## src/rtl/gray_rx_tracker.sv

```systemverilog
// Receive side of a Gray-coded count link: synchronizes the incoming code, decodes it
// to binary, reports single-step direction and counts illegal multi-bit transitions.
module gray_rx_tracker #(
    parameter int BIT         = 8,
    parameter int SYNC_STAGES = 2,
    parameter int ERR_W       = 8
) (
    input  logic             i_clk,
    input  logic             i_rst,
    input  logic [BIT-1:0]   i_gray,
    input  logic             i_clr_err,
    output logic             o_ready,
    output logic [BIT-1:0]   o_bin,
    output logic             o_valid,
    output logic             o_dir,
    output logic             o_err,
    output logic [ERR_W-1:0] o_err_cnt
);

    // state | meaning
    // FILL  | synchronizer chain filling after reset, outputs held at 0
    // LOAD  | capture first synchronized sample as the tracking baseline
    // TRACK | compare each sample with the previous one, classify the step
    typedef enum logic [1:0] {FILL, LOAD, TRACK} state_t;

    localparam int FW = $clog2(SYNC_STAGES + 1);
    localparam logic [BIT-1:0]   ONE_B   = BIT'(1);
    localparam logic [ERR_W-1:0] ONE_E   = ERR_W'(1);
    localparam logic [ERR_W-1:0] ERR_MAX = '1;

    state_t           state_q;
    logic [FW-1:0]    fill_q;
    logic [BIT-1:0]   sync_q [SYNC_STAGES];
    logic [BIT-1:0]   prev_q;
    logic             ready_q;
    logic [BIT-1:0]   bin_q;
    logic             valid_q;
    logic             dir_q;
    logic             err_q;
    logic [ERR_W-1:0] err_cnt_q;

    logic [BIT-1:0]   s;
    logic [BIT-1:0]   bin_d;
    logic [BIT-1:0]   diff;
    logic             step_any;
    logic             step_multi;

    assign s = sync_q[SYNC_STAGES-1];

    // Each binary bit is the XOR of all Gray bits at or above it.
    always_comb begin
        bin_d = '0;
        for (int k = 0; k < BIT; k++) begin
            bin_d[k] = ^(s >> k);
        end
    end

    assign diff       = s ^ prev_q;
    assign step_any   = |diff;
    assign step_multi = |(diff & (diff - ONE_B));

    always_ff @(posedge i_clk) begin
        if (i_rst) begin
            for (int i = 0; i < SYNC_STAGES; i++) begin
                sync_q[i] <= '0;
            end
        end else begin
            sync_q[0] <= i_gray;
            for (int i = 1; i < SYNC_STAGES; i++) begin
                sync_q[i] <= sync_q[i-1];
            end
        end
    end

    always_ff @(posedge i_clk) begin
        if (i_rst) begin
            state_q   <= FILL;
            fill_q    <= '0;
            prev_q    <= '0;
            ready_q   <= 1'b0;
            bin_q     <= '0;
            valid_q   <= 1'b0;
            dir_q     <= 1'b0;
            err_q     <= 1'b0;
            err_cnt_q <= '0;
        end else begin
            valid_q <= 1'b0;
            case (state_q)
                FILL: begin
                    fill_q <= fill_q + FW'(1);
                    if (fill_q == FW'(SYNC_STAGES - 1)) begin
                        state_q <= LOAD;
                    end
                end
                LOAD: begin
                    prev_q  <= s;
                    bin_q   <= bin_d;
                    ready_q <= 1'b1;
                    state_q <= TRACK;
                end
                TRACK: begin
                    prev_q <= s;
                    if (step_multi) begin
                        // A clear in the same cycle loses to the new error.
                        bin_q <= bin_d;
                        err_q <= 1'b1;
                        if (i_clr_err) begin
                            err_cnt_q <= ONE_E;
                        end else if (err_cnt_q != ERR_MAX) begin
                            err_cnt_q <= err_cnt_q + ONE_E;
                        end
                    end else begin
                        if (i_clr_err) begin
                            err_q     <= 1'b0;
                            err_cnt_q <= '0;
                        end
                        if (step_any) begin
                            bin_q   <= bin_d;
                            valid_q <= 1'b1;
                            dir_q   <= (bin_d == bin_q + ONE_B);
                        end
                    end
                end
                default: state_q <= FILL;
            endcase
        end
    end

    assign o_ready   = ready_q;
    assign o_bin     = bin_q;
    assign o_valid   = valid_q;
    assign o_dir     = dir_q;
    assign o_err     = err_q;
    assign o_err_cnt = err_cnt_q;

endmodule

```

## config.mk

```make
export PLATFORM = sky130hd
export DESIGN_NAME = gray_rx_tracker
export DESIGN_NICKNAME = d
export VERILOG_FILES = /design/src/rtl/gray_rx_tracker.sv
export SDC_FILE = /design/constraint.sdc
export NUM_CORES = 1
export LEC_CHECK = 0
export CAP_MARGIN = 0
export CORE_MARGIN = 5
export CORE_UTILIZATION = 63
export CTS_BUF_LIST = sky130_fd_sc_hd__clkbuf_2
export DETAILED_ROUTE_END_ITERATION = 12
export DONT_BUFFER_PORTS = 1
export PLACE_DENSITY = 0.85
export SLEW_MARGIN = 20
export SYNTH_ARGS = -nofsm -noshare
export SYNTH_HDL_FRONTEND = slang
export SYNTH_SLANG_ARGS = --single-unit
```

## constraint.sdc

```tcl
create_clock -name i_clk -period 5.6 [get_ports i_clk]
set_input_delay 0.28 -clock i_clk [delete_from_list [all_inputs] [get_ports i_clk]]
set_output_delay 0.28 -clock i_clk [all_outputs]
set_load 0.005 [all_outputs]
```

-- After elaboration in Yosys (flattened, before gate mapping)
Memory sizes are Yosys's and may differ from the RTL's.
Index checks and enable logic that the tools add are counted.
- register bits after elaboration: 32
- latch bits: 0
- RAM bits: 16
- memory bits (read-only): 0
- bits of input ports: 11
- output and inout bits: 20
- memories kept: 1
- memories (name ; words ; bits a word ; rd ports ; clocked after memory_dff ; write ports ; line ; source):
    sync_q ; 2 ; 8 ; 2 ; 0 ; 2 ; 33 ; logic [BIT-1:0] sync_q [SYNC_STAGES];
- $add $sub $neg: 4
- $mul: 0
- div/mod/pow operators: 0
- magnitude comparators: 0
- equality and inequality tests: 7
- shifts and indexed selects: 0
- mux-type cells: 17
- bitwise operators: 6
- reductions and logical operators: 21
- operators with widths (kind ; number):
    $mux W8 ; 8
    $reduce_xor A8 Y1 ; 8
    $add A8 B1 Y8 const B ; 2
    $pmux W8 S2 ; 1
    $reduce_or A8 Y1 ; 2
    $reduce_or A10 Y1 ; 1
    $and A8 B8 Y8 ; 1
    $eq A8 B8 Y1 ; 1
    $ne A8 B8 Y1 const B ; 1
    $sub A8 B1 Y8 const B ; 1
    $xor A8 B8 Y8 ; 1
    $mux W1 ; 6
    $pmux W2 S3 ; 1
    $reduce_and A2 Y1 ; 3
    $reduce_and A3 Y1 ; 2
    $reduce_bool A2 Y1 ; 3
    $eq A2 B1 Y1 const B ; 2
    $ne A3 B3 Y1 const B ; 1
    $add A2 B1 Y2 const B ; 1
    $eq A2 B2 Y1 const B ; 1
    $logic_not A2 Y1 ; 1
    $mux W2 ; 1
    $ne A2 B2 Y1 const B ; 1
    $not A1 Y1 ; 2
    2 further kinds ; 3

-- Longest topological paths before layout
- depth in word-level cells: 6
- mapped depth: 8

-- Least setup slack after synthesis
Ideal clock, no wire load.
- kind: flip-flop to flip-flop
- start point: memory sync_q[1][7] (netlist: sync_q[0][15])
- end point: register dir_q (netlist: o_dir)
- library setup time: 0.126 ns
- arrival: 1.808 ns
- data required time: 5.474 ns
- path slack: 3.665 ns
- cell stages (with the launch flop): 7
- buffers on the path: 0
- clock period less this slack: 1.935 ns
- path through: dfxtp_1 -> xor3_2 -> xnor2_4 -> mux2i_1 -> a221o_1 -> o2111ai_1 -> o31ai_2
- RTL lines (element ; line ; source):
    start: declaration ; 33 ;
    end signal: assignment ; 120 ; dir_q <= (bin_d == bin_q + ONE_B);
    end: declaration ; 38 ; logic dir_q;

==> metrics.md <==
| Metric | Value |
|---|---|
| TNS Setup | `0 ns` |
| Ant. Diodes | `0` |
| Max Freq | `~420 MHz` |
| GPL Wtd Cong | `roughly 0.89` |
| Initial Utilization | `a little under two thirds` |
| Main synth FF type | `dfxtp_1` |
| Synth Cell Area | `roughly 2500 um2` |
| # H-tree levels | `2` |
| CP startpoint | `sync_q[0][15]` |
| Final instance area | `about 2700 um2` |
| Final wirelength | `5080 um` |
| CTS tree | `done` |
| Most common cell in the netlist | `dfxtp_1` |
| First-pass GRT wire length | `8450 um` |
| Wirelength per Cell | `around 15 um` |
| Final setup vio count | `0` |
| Hold crit path type | `input port to register` |
| Crit share post-route | `between 40 and 50%` |
| CORE AREA | `~4000 um2` |
| Clock share of power | `between 15 and 20%` |
| Hpwl dp | `approximately 3400 um` |
| Vias in the first global route | `between 1,500 and 2,000` |
| Synth top area cells | `dfxtp_1 38%, mux2i_1 5.2%, nor2b_1 5.0%` |
| Synth unique cells | `58` |
| Internal power | `a little over 600 uW` |
| Sw Share | `between 30% and 40%` |
| NetSw | `351 uW` |
| CTS hold repair buffers | `10` |
| Area of the multi-input gates | `around 1400 um2` |
| FF/Latch Area | `961 um2` |
| Share of the synthesized area in the top cell type | `38.3%` |
| Remaining DRCs | `0` |
| DR vias | `around 2,000` |
| Slew Viols, Final | `0` |
| DR vias/cell | `~6.1` |
| Most instantiated cells after synthesis | `48 x dfxtp_1, 31 x nor2_1, 20 x nor2b_1` |
| CP startpoint kind | `register` |
| Final worst path period need | `about 2.4 ns` |
| Syn nets | `between 200 and 300` |
| Sequential fraction of the synthesis area | `38.3%` |
| RR Startpoint | `sync_q[0][15]` |
| Yosys top cell by area | `dfxtp_1` |
| Max-cap violations | `0` |
| Async SR Flop Fraction | `0%` |
| Initial antenna violation count | `0` |
| Synth Register Bits | `48` |
| Required time of the critical path | `about 6 ns` |
| Worst EP arrival | `2.75 ns` |
| R2R Setup Slk | `about 3.2 ns` |
| Placement Cell Area | `2500 um2` |
| Tot GR Track Use | `between 20 and 25%` |
| Largest net degree at the start of global routing | `47` |
| CTS resizes | `0` |
| Unrepaired setup endpoints after global routing | `no` |
| Bufs on Longest Clock Path | `2` |
| Filler Cells Inserted | `a little over 300` |
| # nets final | `~300` |
| Yosys warning total | `0` |
| IO Port Bufs | `0` |
| Status | `complete, no violations` |
| Remaining global-route overflow | `0` |
| Pleak | `approximately 1.0 nW` |
| Die ar. | `between 5000 and 6000 um2` |
| Chip width | `~73 um` |
| # IOs | `31` |
| Max Clock Skew | `0.0256 ns` |
| Root Buffer | `clkbuf_2` |
| Layout cells sized above 1 | `5.38%` |
| Slew HR | `between 30% and 40%` |
| Slew at the pin closest to its max-slew limit | `~1.0 ns` |
| Area grow syn2layout | `6.58%` |
| Fin. Hold Viols | `0` |
| Clk pin slew, worst setup/hold paths | `approximately 0.23 ns` |
| Worst Setup End Kind | `register` |
| Clock Latency Late Sink | `0.42 ns` |
| Peak VDD IR | `around 0.00021 V` |
| Cell Rows | `23` |
| Min-delay src | `i_rst` |
| EDFF count, synth | `0` |
| Die Y | `about 73 um` |
| Worst Hold Slack | `about 0.024 ns` |
| Gate power share | `between 30% and 40%` |
| Sequential fraction of design power | `47.0%` |
| Critical path peak fanout | `14` |
| TritonCTS Buffers | `5` |
| Crit path kind | `register to register` |
| Clock Sinks | `48` |
| Setup Buffers After CTS | `0` |
| Initial DRC count | `roughly 140` |
| DRT antenna net count | `0` |
| DR pass1 iterations | `4` |
| Mapped Cells | `roughly 280` |
| Power Density | `around 360 nW/um2` |
| Avg Inst Size Synth | `a little over 9 um2` |
==> cell families after synthesis <==
| family | synth area share, % |
|---|---|
| simple gates | 21.8 |
| compound gates | 16.9 |
| flops | 38.3 |
| buf+inv | 4.43 |
| xor+xnor | 10.4 |
| mux | 5.18 |
| fa+ha+maj | 2.99 |
==> per-stage QoR <==
step | total power, mW | std cells | utilization [%] | worst slack [ns]
6_report | 0.959 | 329 | 67.9 | 3.22
5_1_grt | 1.02 | 329 | 67.9 | 3.02
4_1_cts | 0.964 | 329 | 67.9 | 3.22
3_5_place_dp | 0.773 | 311 | 63.5 | 3.28
3_3_place_gp | 0.759 | 311 | 63.5 | 3.30
2_1_floorplan | 0.715 | 277 | - | 3.67
==> per-layer routing <==
layer  share of wire [%]  vias to the layer above  track usage [%]
met5                   0                        -                0
met4                 3.0                        0             8.61
met3                 7.6                       13             5.37
met2                  46                       81             32.6
met1                  43                      922             25.2
li1                    -                      989                -
==> cells in the final DEF, fill, tap and decap left out, types with 4 or more instances in the layout <==
cell,count
nor2b_1,20
nand3_1,7
and3_1,5
a211oi_1,6
a31oi_1,4
xnor2_1,10
ha_1,6
dfxtp_1,48
nand2_1,13
a21oi_1,6
dlygate4sd3_1,9
mux2i_1,13
nor3_1,5
xor2_1,12
clkbuf_2,5
o21ai_0,6
nor2_1,31
inv_1,11
==> power by group through the flow <==
| stage | clock network [mW] | logic (mW) | registers [mW] |
|---|---|---|---|
| 3_3_place_gp | 0 | 0.303 | 0.455 |
| 4_1_cts | 0.185 | 0.329 | 0.450 |
| 3_5_place_dp | 0 | 0.315 | 0.458 |
| 5_1_grt | 0.193 | 0.367 | 0.460 |
| 2_1_floorplan | 0 | 0.278 | 0.437 |
| 6_report | 0.178 | 0.331 | 0.450 |
==> flip-flops by register name (all words and copies together) (netlist names) <==
register / count
o_bin: 8
prev_q: 8
fill_q: 2
o_err: 1
sync_q: 16
o_err_cnt: 8
o_ready: 1
o_valid: 1
o_dir: 1
state_q: 2
==> final timing paths <==
| check | cells past startpoint | endpoint |
|---|---|---|
| min reg2reg | 1 | sync_q[0][14] |
| max | 6 | o_dir |
| min | 2 | o_valid |
| max reg2reg | 6 | o_dir |
==> area by class of cell <==
| type | count | area share, % |
|---|---|---|
| inverter | 11 | 1.54 |
| tap | 50 | 2.34 |
| clock inverter | 3 | 1.40 |
| sequential | 48 | 35.9 |
| clock buffer | 5 | 0.935 |
| timing repair buffer | 10 | 4.11 |
| multi-input combinational | 202 | 53.8 |
==> critical path, stage by stage, from the launching register on <==
cell     delay, ns
dfxtp_1       0.64
xor2_1        0.19
nor4_1        0.43
a22o_1        0.23
o21ai_2       0.18
or3_1         0.42
o31ai_2       0.23
(Power assumes the default switching activity.)
